<file path="src/rtl/gate_op_arbiter.sv">
// gate_op_arbiter: round-robin arbiter feeding one registered per-bit gate evaluator.
// Optional macro ILLEGAL_OP_FLAG_EN adds an s_err output that flags opcode 3'b111.
module gate_op_arbiter #(
  parameter int NREQ  = 4,
  parameter int WIDTH = 8,
  parameter int IDW   = 2
) (
  input  logic                  clk,
  input  logic                  rst_n,
  input  logic [NREQ-1:0]       req,
  input  logic [3*NREQ-1:0]     op,
  input  logic [WIDTH*NREQ-1:0] a,
  input  logic [WIDTH*NREQ-1:0] b,
  output logic [NREQ-1:0]       gnt,
  output logic [WIDTH-1:0]      s,
  output logic                  s_valid,
  output logic [IDW-1:0]        s_id,
  input  logic                  s_ready
`ifdef ILLEGAL_OP_FLAG_EN
  ,
  output logic                  s_err
`endif
);

  localparam int OPW = 3;
  localparam logic [NREQ-1:0] GNT_ONE = {{(NREQ-1){1'b0}}, 1'b1};

  typedef enum logic [1:0] {
    IDLE = 2'd0,
    EXEC = 2'd1,
    HOLD = 2'd2
  } state_t;

  state_t           state_r;
  logic [IDW-1:0]   last_r;
  logic [IDW-1:0]   capIdx_r;
  logic [OPW-1:0]   capOp_r;
  logic [WIDTH-1:0] capA_r;
  logic [WIDTH-1:0] capB_r;
  logic [IDW-1:0]   winner_s;
  logic             found_s;
  logic [OPW-1:0]   selOp_s;
  logic [WIDTH-1:0] selA_s;
  logic [WIDTH-1:0] selB_s;

  function automatic logic [WIDTH-1:0] gateEval(input logic [2:0] opc,
                                                input logic [WIDTH-1:0] x,
                                                input logic [WIDTH-1:0] y);
    logic [WIDTH-1:0] r;
    case (opc)
      3'b000:  r = ~(x & y);
      3'b001:  r = ~(x | y);
      3'b010:  r = x & y;
      3'b011:  r = x | y;
      3'b100:  r = ~x;
      3'b101:  r = x ^ y;
      3'b110:  r = ~(x ^ y);
      default: r = {WIDTH{1'b0}};
    endcase
    return r;
  endfunction

  // Round-robin search: first set request strictly after the last winner, wrapping.
  always_comb begin
    logic [IDW-1:0] cand;
    found_s  = 1'b0;
    winner_s = {IDW{1'b0}};
    for (int k = 1; k <= NREQ; k++) begin
      cand     = IDW'((int'(last_r) + k) % NREQ);
      winner_s = (!found_s && req[cand]) ? cand : winner_s;
      found_s  = found_s | req[cand];
    end
  end

  // Operand mux for the current winner.
  always_comb begin
    selOp_s = {OPW{1'b0}};
    selA_s  = {WIDTH{1'b0}};
    selB_s  = {WIDTH{1'b0}};
    for (int i = 0; i < NREQ; i++) begin
      selOp_s = (winner_s == IDW'(i)) ? op[OPW*i +: OPW]     : selOp_s;
      selA_s  = (winner_s == IDW'(i)) ? a[WIDTH*i +: WIDTH]  : selA_s;
      selB_s  = (winner_s == IDW'(i)) ? b[WIDTH*i +: WIDTH]  : selB_s;
    end
  end

  // Arbitrate / evaluate / hold FSM with registered channel outputs.
  always_ff @(posedge clk or negedge rst_n) begin
    if (!rst_n) begin
      state_r  <= IDLE;
      last_r   <= IDW'(NREQ - 1);
      capIdx_r <= {IDW{1'b0}};
      capOp_r  <= {OPW{1'b0}};
      capA_r   <= {WIDTH{1'b0}};
      capB_r   <= {WIDTH{1'b0}};
      gnt      <= {NREQ{1'b0}};
      s        <= {WIDTH{1'b0}};
      s_valid  <= 1'b0;
      s_id     <= {IDW{1'b0}};
`ifdef ILLEGAL_OP_FLAG_EN
      s_err    <= 1'b0;
`endif
    end else begin
      case (state_r)
        IDLE: begin
          if (found_s) begin
            capOp_r  <= selOp_s;
            capA_r   <= selA_s;
            capB_r   <= selB_s;
            capIdx_r <= winner_s;
            last_r   <= winner_s;
            gnt      <= GNT_ONE << winner_s;
            state_r  <= EXEC;
          end else begin
            gnt <= {NREQ{1'b0}};
          end
        end
        EXEC: begin
          gnt     <= {NREQ{1'b0}};
          s       <= gateEval(capOp_r, capA_r, capB_r);
          s_id    <= capIdx_r;
          s_valid <= 1'b1;
`ifdef ILLEGAL_OP_FLAG_EN
          s_err   <= (capOp_r == 3'b111);
`endif
          state_r <= HOLD;
        end
        HOLD: begin
          if (s_ready) begin
            s_valid <= 1'b0;
            state_r <= IDLE;
          end else begin
            s_valid <= 1'b1;
          end
        end
        default: begin
          gnt     <= {NREQ{1'b0}};
          s_valid <= 1'b0;
          state_r <= IDLE;
        end
      endcase
    end
  end

endmodule

</file>
<file path="config.mk">
export PLATFORM = sky130hd
export DESIGN_NAME = gate_op_arbiter
export DESIGN_NICKNAME = d
export VERILOG_FILES = /design/src/rtl/gate_op_arbiter.sv
export SDC_FILE = /design/constraint.sdc
export NUM_CORES = 1
export LEC_CHECK = 0
export ABC_CLOCK_PERIOD_IN_PS = 2000
export BUFFER_PORTS_ARGS = -buffer_cell sky130_fd_sc_hd__clkbuf_2
export CORE_MARGIN = 2
export CORE_UTILIZATION = 46
export DETAILED_ROUTE_END_ITERATION = 8
export GPL_TIMING_DRIVEN = 1
export PLACE_DENSITY = 0.79
export RECOVER_POWER = 50
export SLEW_MARGIN = 10
export SYNTH_ARGS = -nofsm -noshare
export SYNTH_HDL_FRONTEND = slang
export SYNTH_SLANG_ARGS = --single-unit
</file>
<file path="constraint.sdc">
create_clock -name clk -period 2 [get_ports clk]
set_input_delay 0 -clock clk [delete_from_list [all_inputs] [get_ports clk]]
set_output_delay 0 -clock clk [all_outputs]
set_load 0.01 [all_outputs]
</file>
[Word level (Yosys, flattened, before mapping)]
Index checks and enable logic that the tools add are counted.
Storage, ports and cells
  flip-flop bits (word level): 40
  input bits: 83
  output and inout port bits: 15
  logic and storage cells: 85
Operators by class
  add/subtract/negate cells: 4
  $lt $le $gt $ge: 4
  equal/unequal tests: 13
  shift-type cells: 1
  muxes and demuxes: 32
  bitwise operators: 10
  reduce and logical (&&, ||, !) cells: 11
Operators with widths (count)
  $mux 8: 8
  $pmux 8 s7: 1
  $not 8->8: 4
  $lt 2x3->1 const B: 4
  $mux 2: 6
  $mux 3: 4
  $eq 3x3->1 const B: 3
  $and 8x8->8: 1
  $bmux 1 s2: 4
  $or 8x8->8: 1
  $pmux 4 s2: 1
  $xor 8x8->8: 1
  $eq 2x2->1 const B: 3
  $eq 3x2->1 const B: 2
  $pmux 2 s3: 1
  $mux 1: 5
  $add 2x1->2 const B: 2
  $add 2x2->2 const B: 2
  $eq 2x1->1 const B: 2
  $logic_not 2->1: 2
  $mux 4: 1
  $ne 2x2->1 const B: 2
  $reduce_and 2->1: 2
  $shl 1x2->4 const A: 1
  6 further kinds: 12

[Depth between registers and ports, before layout]
Gate-level depths: netlist of the first run.
  depth in word-level cells: 13
  depth in mapped cells: 7
  mapped depth without buffers: 7

[Worst setup path before layout of the first run]
OpenSTA, ideal clock, no wires.
  kind: register to register
  start point: register last_r[0]
  end point: register capA_r[2]
  setup time: 135 ps
  data arrival time: 1922 ps
  data required time: 1865 ps
  slack: -57 ps
  stages on the path, launching flop included: 7
  path buffers: 1
  clock period less this slack: 2057 ps
  cell sequence: dfstp_2 -> and2b_4 -> a221oi_4 -> buf_6 -> and2b_2 -> a211oi_1 -> a222oi_1
Between the ends
  longest elaborated chain between the ends: 13
  elaborated cells on any way between the ends: 34
  those cells by class: 4 x add/sub; 3 x eq/ne; 16 x mux; 3 x bitwise; 8 x reduce/logical
Ends and longest elaborated chain
  from (decl): RTL line 35  | logic [IDW-1:0] last_r;
  from (signal assigned): RTL line 91  | last_r <= IDW'(NREQ - 1);
  from (signal assigned): RTL line 111  | last_r <= winner_s;
  $add 2x1->2 / $add 2x2->2 (equally long branches): RTL line 69  | cand = IDW'((int'(last_r) + k) % NREQ);
  $bmux 1 s2: RTL line 70, 71
  $mux 1 (not written as such): RTL line 70, 71
  $logic_not 1->1 / $or 1x1->1 (equally long branches): RTL line 70, 71
  $logic_and 1x1->1, or another cell as far along: RTL line 70  | winner_s = (!found_s && req[cand]) ? cand : winner_s;
  $mux 2, or another cell as far along: RTL line 70
  $mux 2 / $logic_and 1x1->1 (equally long branches): RTL line 70
  $mux 2: RTL line 70
  $logic_not 2->1: RTL line 82  | selA_s = (winner_s == IDW'(i)) ? a[WIDTH*i +: WIDTH] : selA_s;
  $mux 8 (4 in a row): RTL line 82
  to (signal assigned): RTL line 94  | capA_r <= {WIDTH{1'b0}};
  to (signal assigned): RTL line 108  | capA_r <= selA_s;
  to (decl): RTL line 38  | logic [WIDTH-1:0] capA_r;
Parallel ways exist; a longest one is shown, timed or not. The select of a mux whose other input is x is not followed.
A chain may end at the register's enable or synchronous reset.

[Worst setup path after layout of the first run]
  start point: register last_r[0]
  end point: register capB_r[6]
Between the ends
  longest elaborated chain between the ends: 13
  elaborated cells on any way between the ends: 34
  those cells by class: 4 x add/sub; 3 x eq/ne; 16 x mux; 3 x bitwise; 8 x reduce/logical
Ends and longest elaborated chain
  $add 2x1->2 / $add 2x2->2 (equally long branches): RTL line 69
  $bmux 1 s2: RTL line 70, 71
  $mux 1 (not written as such): RTL line 70, 71
  $logic_not 1->1 / $or 1x1->1 (equally long branches): RTL line 70, 71
  $logic_and 1x1->1, or another cell as far along: RTL line 70
  $mux 2, or another cell as far along: RTL line 70
  $mux 2 / $logic_and 1x1->1 (equally long branches): RTL line 70
  $mux 2: RTL line 70
  $logic_not 2->1: RTL line 83  | selB_s = (winner_s == IDW'(i)) ? b[WIDTH*i +: WIDTH] : selB_s;
  $mux 8 (4 in a row): RTL line 83
  to (signal assigned): RTL line 95  | capB_r <= {WIDTH{1'b0}};
  to (signal assigned): RTL line 109  | capB_r <= selB_s;
  to (decl): RTL line 39  | logic [WIDTH-1:0] capB_r;
Parallel ways exist; a longest one is shown, timed or not. The select of a mux whose other input is x is not followed.

==> results of run 1 <==
logic make-up after synthesis:
family          Yosys count  share of synthesized area, %
compound gates           84                          21.5
mux                      41                          14.2
flops                    40                          33.7
buf+inv                  53                          9.12
fa+ha+maj                19                          7.99
simple gates             61                          10.9
xor+xnor                  9                          2.65
per-stage QoR:
stage          power (mW)  hold slack (ps)
2_1_floorplan        4.26             -296
3_3_place_gp         4.98             91.7
3_5_place_dp         5.16             93.8
4_1_cts              5.99             41.4
5_1_grt              7.18             50.8
6_report             6.70             44.9
sequential cells by signal, summed over array words and instances (netlist names):
register	flops
s_valid	1
s_id	2
capOp_r	3
gnt	4
s	8
capB_r	8
state_r	2
capA_r	8
last_r	2
capIdx_r	2
layer usage:
metal | GRT usage (%) | routed length, µm | up-vias
li1 | - | - | 1338
met1 | 29.0 | 3690 | 1383
met2 | 39.4 | 4570 | 132
met3 | 4.52 | 575 | 23
met4 | 8.66 | 197 | 0
met5 | 0 | 0 | -
critical path, delay by kind of cell, from the launching register on:
kind	cells	cell delay (ps)
and+or+nand+nor	1	210
buffers and inverters	2	380
muxes	1	270
AOI/OAI and AO/OA	3	550
DFF	1	530
final cells by class:
cell class | count | share of cell area (%)
timing repair buffer | 125 | 21.1
inverter | 34 | 3.11
tap | 77 | 2.35
clock buffer | 8 | 2.19
sequential | 40 | 24.4
multi-input combinational | 214 | 46.8
cell usage in the layout, fill, tap and decap left out, types with 13 or more instances in the layout:
cell type / n
sky130_fd_sc_hd__clkbuf_2: 98
sky130_fd_sc_hd__dfrtp_1: 38
sky130_fd_sc_hd__ha_1: 19
sky130_fd_sc_hd__inv_1: 34
sky130_fd_sc_hd__mux2i_1: 17
sky130_fd_sc_hd__nand2_1: 13
sky130_fd_sc_hd__nor2_1: 14
report_power, final:
| part | internal, mW | switching (mW) |
|---|---|---|
| Clock | 0.282 | 0.283 |
| Sequential | 1.23 | 0.349 |
| Combinational | 2.26 | 2.30 |
what timing repair did:
action,4_1_cts,5_1_grt
gates cloned,2,5
endpoints found under the hold margin,38,0
hold buffers,1,0
resized for setup,11,35
endpoints found under the setup margin,11,19
setup buffers,4,3
pin swaps,3,14
how the worst min path moves through the flow:
stage                       start          to  slack, ps  cells after the start
after floorplan             rst_n   capA_r[0]       -300                      0
after global placement      rst_n        s[5]         90                      2
after detailed placement    rst_n        s[5]         90                      2
after CTS                 s_ready  state_r[0]         40                      3
after global routing        op[8]  capOp_r[2]         50                      3
final                     s_ready  state_r[0]         40                      3
==> run summary, run 1 <==
FINAL LAYOUT
--------------------------------------------------------------------------------
Storage cell area                                                       1000 µm²
Share of the core filled with cells in the final layout                    65.1%
Post-Layout Cell Count                                                       498
Area grow syn2layout                                                       38.0%
Filler cells                                                                 496
Cell area after layout                                                  4110 µm²
Fraction of final layout cells with drive strength greater than 1          43.0%
Inserted Diodes                                                                0
Nets@finish                                                                  522
Multi-input gate area in the final layout                               1920 µm²

WORST SETUP PATH
--------------------------------------------------------------------------------
Arrival time of the worst setup path                                     2250 ps
Critical Path Fanout Max                                                       5
Reg2Reg Setup Slack                                                       -90 ps
Capturing point of the worst reg2reg path                              capB_r[6]
Critical-path cell list                                             and2b_4, a221oi_4, buf_6, clkbuf_16, mux2i_1, a211o_1, o221ai_2
Slowest cell delay on critical path                                       530 ps
Critical Path Sink                                                     capB_r[6]
R2r startpoint                                                         last_r[0]
Critical-path cell with the highest stage delay                     sky130_fd_sc_hd__dfstp_2
Endpoint type of the worst setup path                                   register
Endpoint required time on the critical path                              2160 ps
Startpoint Class                                                        register
Worst-case reg-to-reg path depth                                               7
CP Class                                                                 reg2reg
Critical path launch point                                             last_r[0]

SYNTHESIS
--------------------------------------------------------------------------------
Flip-flop and latch count after synthesis                                     40
Library cell with the largest summed area after synthesis           sky130_fd_sc_hd__dfrtp_1
Instance count of the mapped netlist                                         307
Largest cells by area after synthesis                               sky130_fd_sc_hd__dfrtp_1 (32%), sky130_fd_sc_hd__mux2i_1 (11%), sky130_fd_sc_hd__ha_1 (8.0%)
Synth top area share                                                       31.9%
Net count of the mapped netlist                                              409
Synth Cell Area                                                         2980 µm²
Count of different cell masters after synthesis                               41
Ys async rst share                                                          100%
Synth top cells by count                                            sky130_fd_sc_hd__dfrtp_1 (38), sky130_fd_sc_hd__inv_1 (34), sky130_fd_sc_hd__mux2i_1 (32), sky130_fd_sc_hd__ha_1 (19), sky130_fd_sc_hd__a211oi_1 (18)
Dominant synthesized flop cell                                      sky130_fd_sc_hd__dfrtp_1
Share of synthesized area occupied by flip-flops and latches               33.7%
Count of flip-flops with a built-in enable after synthesis                     0
Synth Area per Inst                                                     9.70 µm²
Yosys Warn Count                                                               0
Library cell with the highest instance count after synthesis        sky130_fd_sc_hd__dfrtp_1

WORST HOLD PATH
--------------------------------------------------------------------------------
Path type of the worst min-delay path                                     in2reg

DETAILED ROUTING
--------------------------------------------------------------------------------
Per-cell routed wire length                                              18.1 µm
Total Routed Length                                                      9030 µm
Total number of vias                                                       2,876
Detailed-router iteration count before antenna repair                          5
Residual antenna-violating net count after detailed routing                    0
Iteration-0 DRC Markers                                                      200
Via density                                                                 5.78
Final routed DRC violation total                                               0

DIE
--------------------------------------------------------------------------------
Die extent in x                                                          84.4 µm
Standard cell core area                                                 6310 µm²
Floorplan die area                                                      7130 µm²
Number of rows created at floorplan                                           29
Initial cell density of the core                                           47.1%
Number of I/O pins                                                            98
Die extent in y                                                          84.4 µm

TIMING
--------------------------------------------------------------------------------
Minimum clock period                                                     2090 ps
Max Fclk                                                               0.478 GHz
Worst-case clock skew                                                    6.91 ps
Fin worst setup slack                                                   -90.0 ps
Unrepaired setup endpoints after global routing                              yes
Least-Margin Pin Slew                                                    1060 ps
Max-slew violation total from the final report                                 0
Worst max-slew margin expressed relative to the limit                      29.1%
# setup viols final                                                           16
Count of endpoints failing hold in the final timing report                     0
Final-layout setup total negative slack                                  -864 ps
Tcrit/Tclk final                                                            104%

PLACEMENT
--------------------------------------------------------------------------------
Buffers added on ports                                                        97
Worst setup slack after placement                                       -86.0 ps
Dpl cell area                                                           3550 µm²
Final GP Congestion                                                        0.810
Number of cells in the design after placement                                475
Half-perimeter wire length of the detailed placement result              5600 µm

CLOCKING
--------------------------------------------------------------------------------
Clk slew on worst S/H paths                                                80 ps
Num Clock Sinks                                                               40
Cts bufs inserted                                                              5
Clock Tree Buf Depth                                                           2
Clock Tree Root                                                     sky130_fd_sc_hd__clkbuf_8
CTS tree                                                                     yes
H-tree depth reported by CTS                                                   2
Clk_lat worst skew                                                        300 ps

GLOBAL ROUTE
--------------------------------------------------------------------------------
Global route total overflow                                                    0
Largest net degree at the start of global routing                             41
Via count of the first global-routing pass                                 2,803
Overall Global Routing Usage                                               23.1%
Antenna violations before repair                                               0
Wire length of the first global-routing pass                           13,100 µm

RUN STATUS
--------------------------------------------------------------------------------
Run status                                                          finished with violations
Failing checks                                                      setup timing

FLOW RUN
--------------------------------------------------------------------------------
Total of max-cap violations                                                    0

PWR
--------------------------------------------------------------------------------
Power Density                                                        1630 nW/µm²
Peak supply drop                                                         1.05 mV
Static leakage                                                           1.98 nW

Note: power is estimated with default switching activity, not from simulation.
==> inputs of run 2 (changes only) <==
Settings changed: ABC_CLOCK_PERIOD_IN_PS 2000 to 1800, PLACE_DENSITY 0.79 to not set, PLACE_DENSITY_LB_ADDON set to 0.25.
Clock period 2 ns to 1.8 ns, I/O delays scaled along.
==> run summary, run 2 (synthesis results as in run 1) <==
FINAL LAYOUT
--------------------------------------------------------------------------------
Filler cells                                                                 553
Most frequent cells in the layout                                   sky130_fd_sc_hd__clkbuf_2 (81), sky130_fd_sc_hd__dfrtp_1 (38), sky130_fd_sc_hd__inv_1 (34)
Nets@finish                                                                  535
Largest regs                                                        capA_r (8), capB_r (8), s (8)
Area grow syn2layout                                                       40.1%
Cell area after layout                                                  4170 µm²
Most common library cell in the layout ignoring fill and taps       sky130_fd_sc_hd__clkbuf_2
Inserted Diodes                                                                0
Post-Layout Cell Count                                                       511
Fraction of final layout cells with drive strength greater than 1          42.2%
Multi-input gate area in the final layout                               1940 µm²
Storage cell area                                                       1000 µm²
Share of the core filled with cells in the final layout                    66.0%

CLOCKING
--------------------------------------------------------------------------------
H-tree depth reported by CTS                                                   2
Clock Tree Root                                                     sky130_fd_sc_hd__clkbuf_8
Num Clock Sinks                                                               40
CTS tree                                                                     yes
Clk slew on worst S/H paths                                                90 ps
Clk_lat worst skew                                                        310 ps
Cts bufs inserted                                                              5
Clock Tree Buf Depth                                                           2

WORST SETUP PATH
--------------------------------------------------------------------------------
CP Class                                                                 reg2reg
Startpoint Class                                                        register
Critical Path Fanout Max                                                      16
Arrival time of the worst setup path                                     2230 ps
Endpoint required time on the critical path                              1980 ps
Endpoint type of the worst setup path                                   register

PLACEMENT
--------------------------------------------------------------------------------
Number of cells in the design after placement                                487
Dpl cell area                                                           3640 µm²
Worst setup slack after placement                                        -230 ps
Final GP Congestion                                                        0.793
Half-perimeter wire length of the detailed placement result              5580 µm
Buffers added on ports                                                        97

DIE
--------------------------------------------------------------------------------
Number of I/O pins                                                            98
Floorplan die area                                                      7130 µm²
Standard cell core area                                                 6310 µm²
Die extent in y                                                          84.4 µm
Number of rows created at floorplan                                           29
Die extent in x                                                          84.4 µm
Initial cell density of the core                                           47.1%

DETAILED ROUTING
--------------------------------------------------------------------------------
Iteration-0 DRC Markers                                                      153
Per-cell routed wire length                                              16.8 µm
Final routed DRC violation total                                               0
Total number of vias                                                       2,825
Total Routed Length                                                      8600 µm
Via density                                                                 5.53
Detailed-router iteration count before antenna repair                          5
Residual antenna-violating net count after detailed routing                    0

TIMING
--------------------------------------------------------------------------------
Minimum clock period                                                     2040 ps
Least-Margin Pin Slew                                                    1100 ps
Worst max-slew margin expressed relative to the limit                      26.4%
Max-slew violation total from the final report                                 0
Tcrit/Tclk final                                                            113%
Worst-case clock skew                                                    14.5 ps
Fin worst setup slack                                                    -242 ps
Count of endpoints failing hold in the final timing report                     0
# setup viols final                                                           22
Max Fclk                                                               0.490 GHz
Unrepaired setup endpoints after global routing                              yes

GLOBAL ROUTE
--------------------------------------------------------------------------------
Wire length of the first global-routing pass                           12,700 µm
Overall Global Routing Usage                                               22.2%
Largest net degree at the start of global routing                             24
Via count of the first global-routing pass                                 2,693
Global route total overflow                                                    0
Antenna violations before repair                                               0

FLOW RUN
--------------------------------------------------------------------------------
Total of max-cap violations                                                    0

RUN STATUS
--------------------------------------------------------------------------------
Run status                                                          finished with violations
Failing checks                                                      setup timing

WORST HOLD PATH
--------------------------------------------------------------------------------
Path type of the worst min-delay path                                     in2reg

PWR
--------------------------------------------------------------------------------
Static leakage                                                           2.00 nW
Overall power of the completed layout                                    7.52 mW
Power Density                                                        1800 nW/µm²
Peak supply drop                                                         1.21 mV

==> run 2: cell count changes in the layout (fill, tap and decap cells not counted), moves of 2 or more <==
| cell | delta |
|---|---|
| sky130_fd_sc_hd__a211oi_1 | +2 |
| sky130_fd_sc_hd__a211oi_2 | -2 |
| sky130_fd_sc_hd__buf_4 | +13 |
| sky130_fd_sc_hd__clkbuf_1 | +16 |
| sky130_fd_sc_hd__clkbuf_2 | -17 |
| sky130_fd_sc_hd__mux2i_2 | +2 |
| sky130_fd_sc_hd__mux2i_4 | -3 |
| sky130_fd_sc_hd__nand2_1 | -2 |
| sky130_fd_sc_hd__nand2b_1 | -3 |
| sky130_fd_sc_hd__nand2b_4 | +3 |
| sky130_fd_sc_hd__o21ai_0 | -3 |
| sky130_fd_sc_hd__o21ai_1 | +2 |
==> run 2: worst paths after layout <==
| path | start | to | slack, ps | cells past startpoint |
|---|---|---|---|---|
| setup reg to reg | last_r[0] | capB_r[3] | -240 | 7 |
| hold reg to reg | capIdx_r[1] | capIdx_r[1] | 490 | 2 |
| min in group asynchronous | rst_n | capB_r[6] | 410 | 2 |
| max in group asynchronous | rst_n | last_r[0] | 300 | 3 |
| hold / removal | s_ready | state_r[0] | 10 | 3 |
| setup / recovery | last_r[0] | capB_r[3] | -240 | 7 |
==> run 2: area by class of cell <==
type	instances	area share, %
Timing Repair Buffer	138	22.2
Inverter	34	3.06
Clock inverter	1	0.120
Tap cell	77	2.31
Sequential cell	40	24.1
Multi-Input combinational cell	214	46.4
Clock buffer	7	1.83
==> run 2: worst max-delay path, stage by stage (launching register included) <==
cell and delay [ps]:
sky130_fd_sc_hd__dfstp_2 540, sky130_fd_sc_hd__and2b_4 190, sky130_fd_sc_hd__a221oi_4 300, sky130_fd_sc_hd__buf_6 150, sky130_fd_sc_hd__buf_12 150, sky130_fd_sc_hd__mux2i_2 90, sky130_fd_sc_hd__nand2b_1 160, sky130_fd_sc_hd__a222oi_1 330
==> run 2: power by group <==
group / internal [mW] / switching (mW)
Sequential: 1.37 / 0.308
Combinational: 2.61 / 2.62
Clock: 0.273 / 0.342
==> run 2: repair_timing <==
action,in CTS,in global routing
pin swaps,3,12
hold buffers,1,0
resized for setup,6,44
setup buffers,3,8
endpoints found under the setup margin,21,22
gates cloned,1,3
endpoints found under the hold margin,17,0
==> run 2: layer usage <==
metal,part of all wire [%],global-route usage [%],up-vias,routed length (µm)
li1,-,-,1362,-
met1,44,30.0,1351,3790
met2,49,36.2,97,4200
met3,5.4,3.83,15,467
met4,1.7,7.79,0,149
met5,0,0,-,0
==> run 2: metrics by stage <==
stage	hold WS, ps	setup TNS (ps)
floorplan	-296	-3760
global placement	-13.6	-2640
detailed placement	-8.32	-3500
CTS	21.0	-3790
global route	28.5	-5350
finish	11.3	-3730
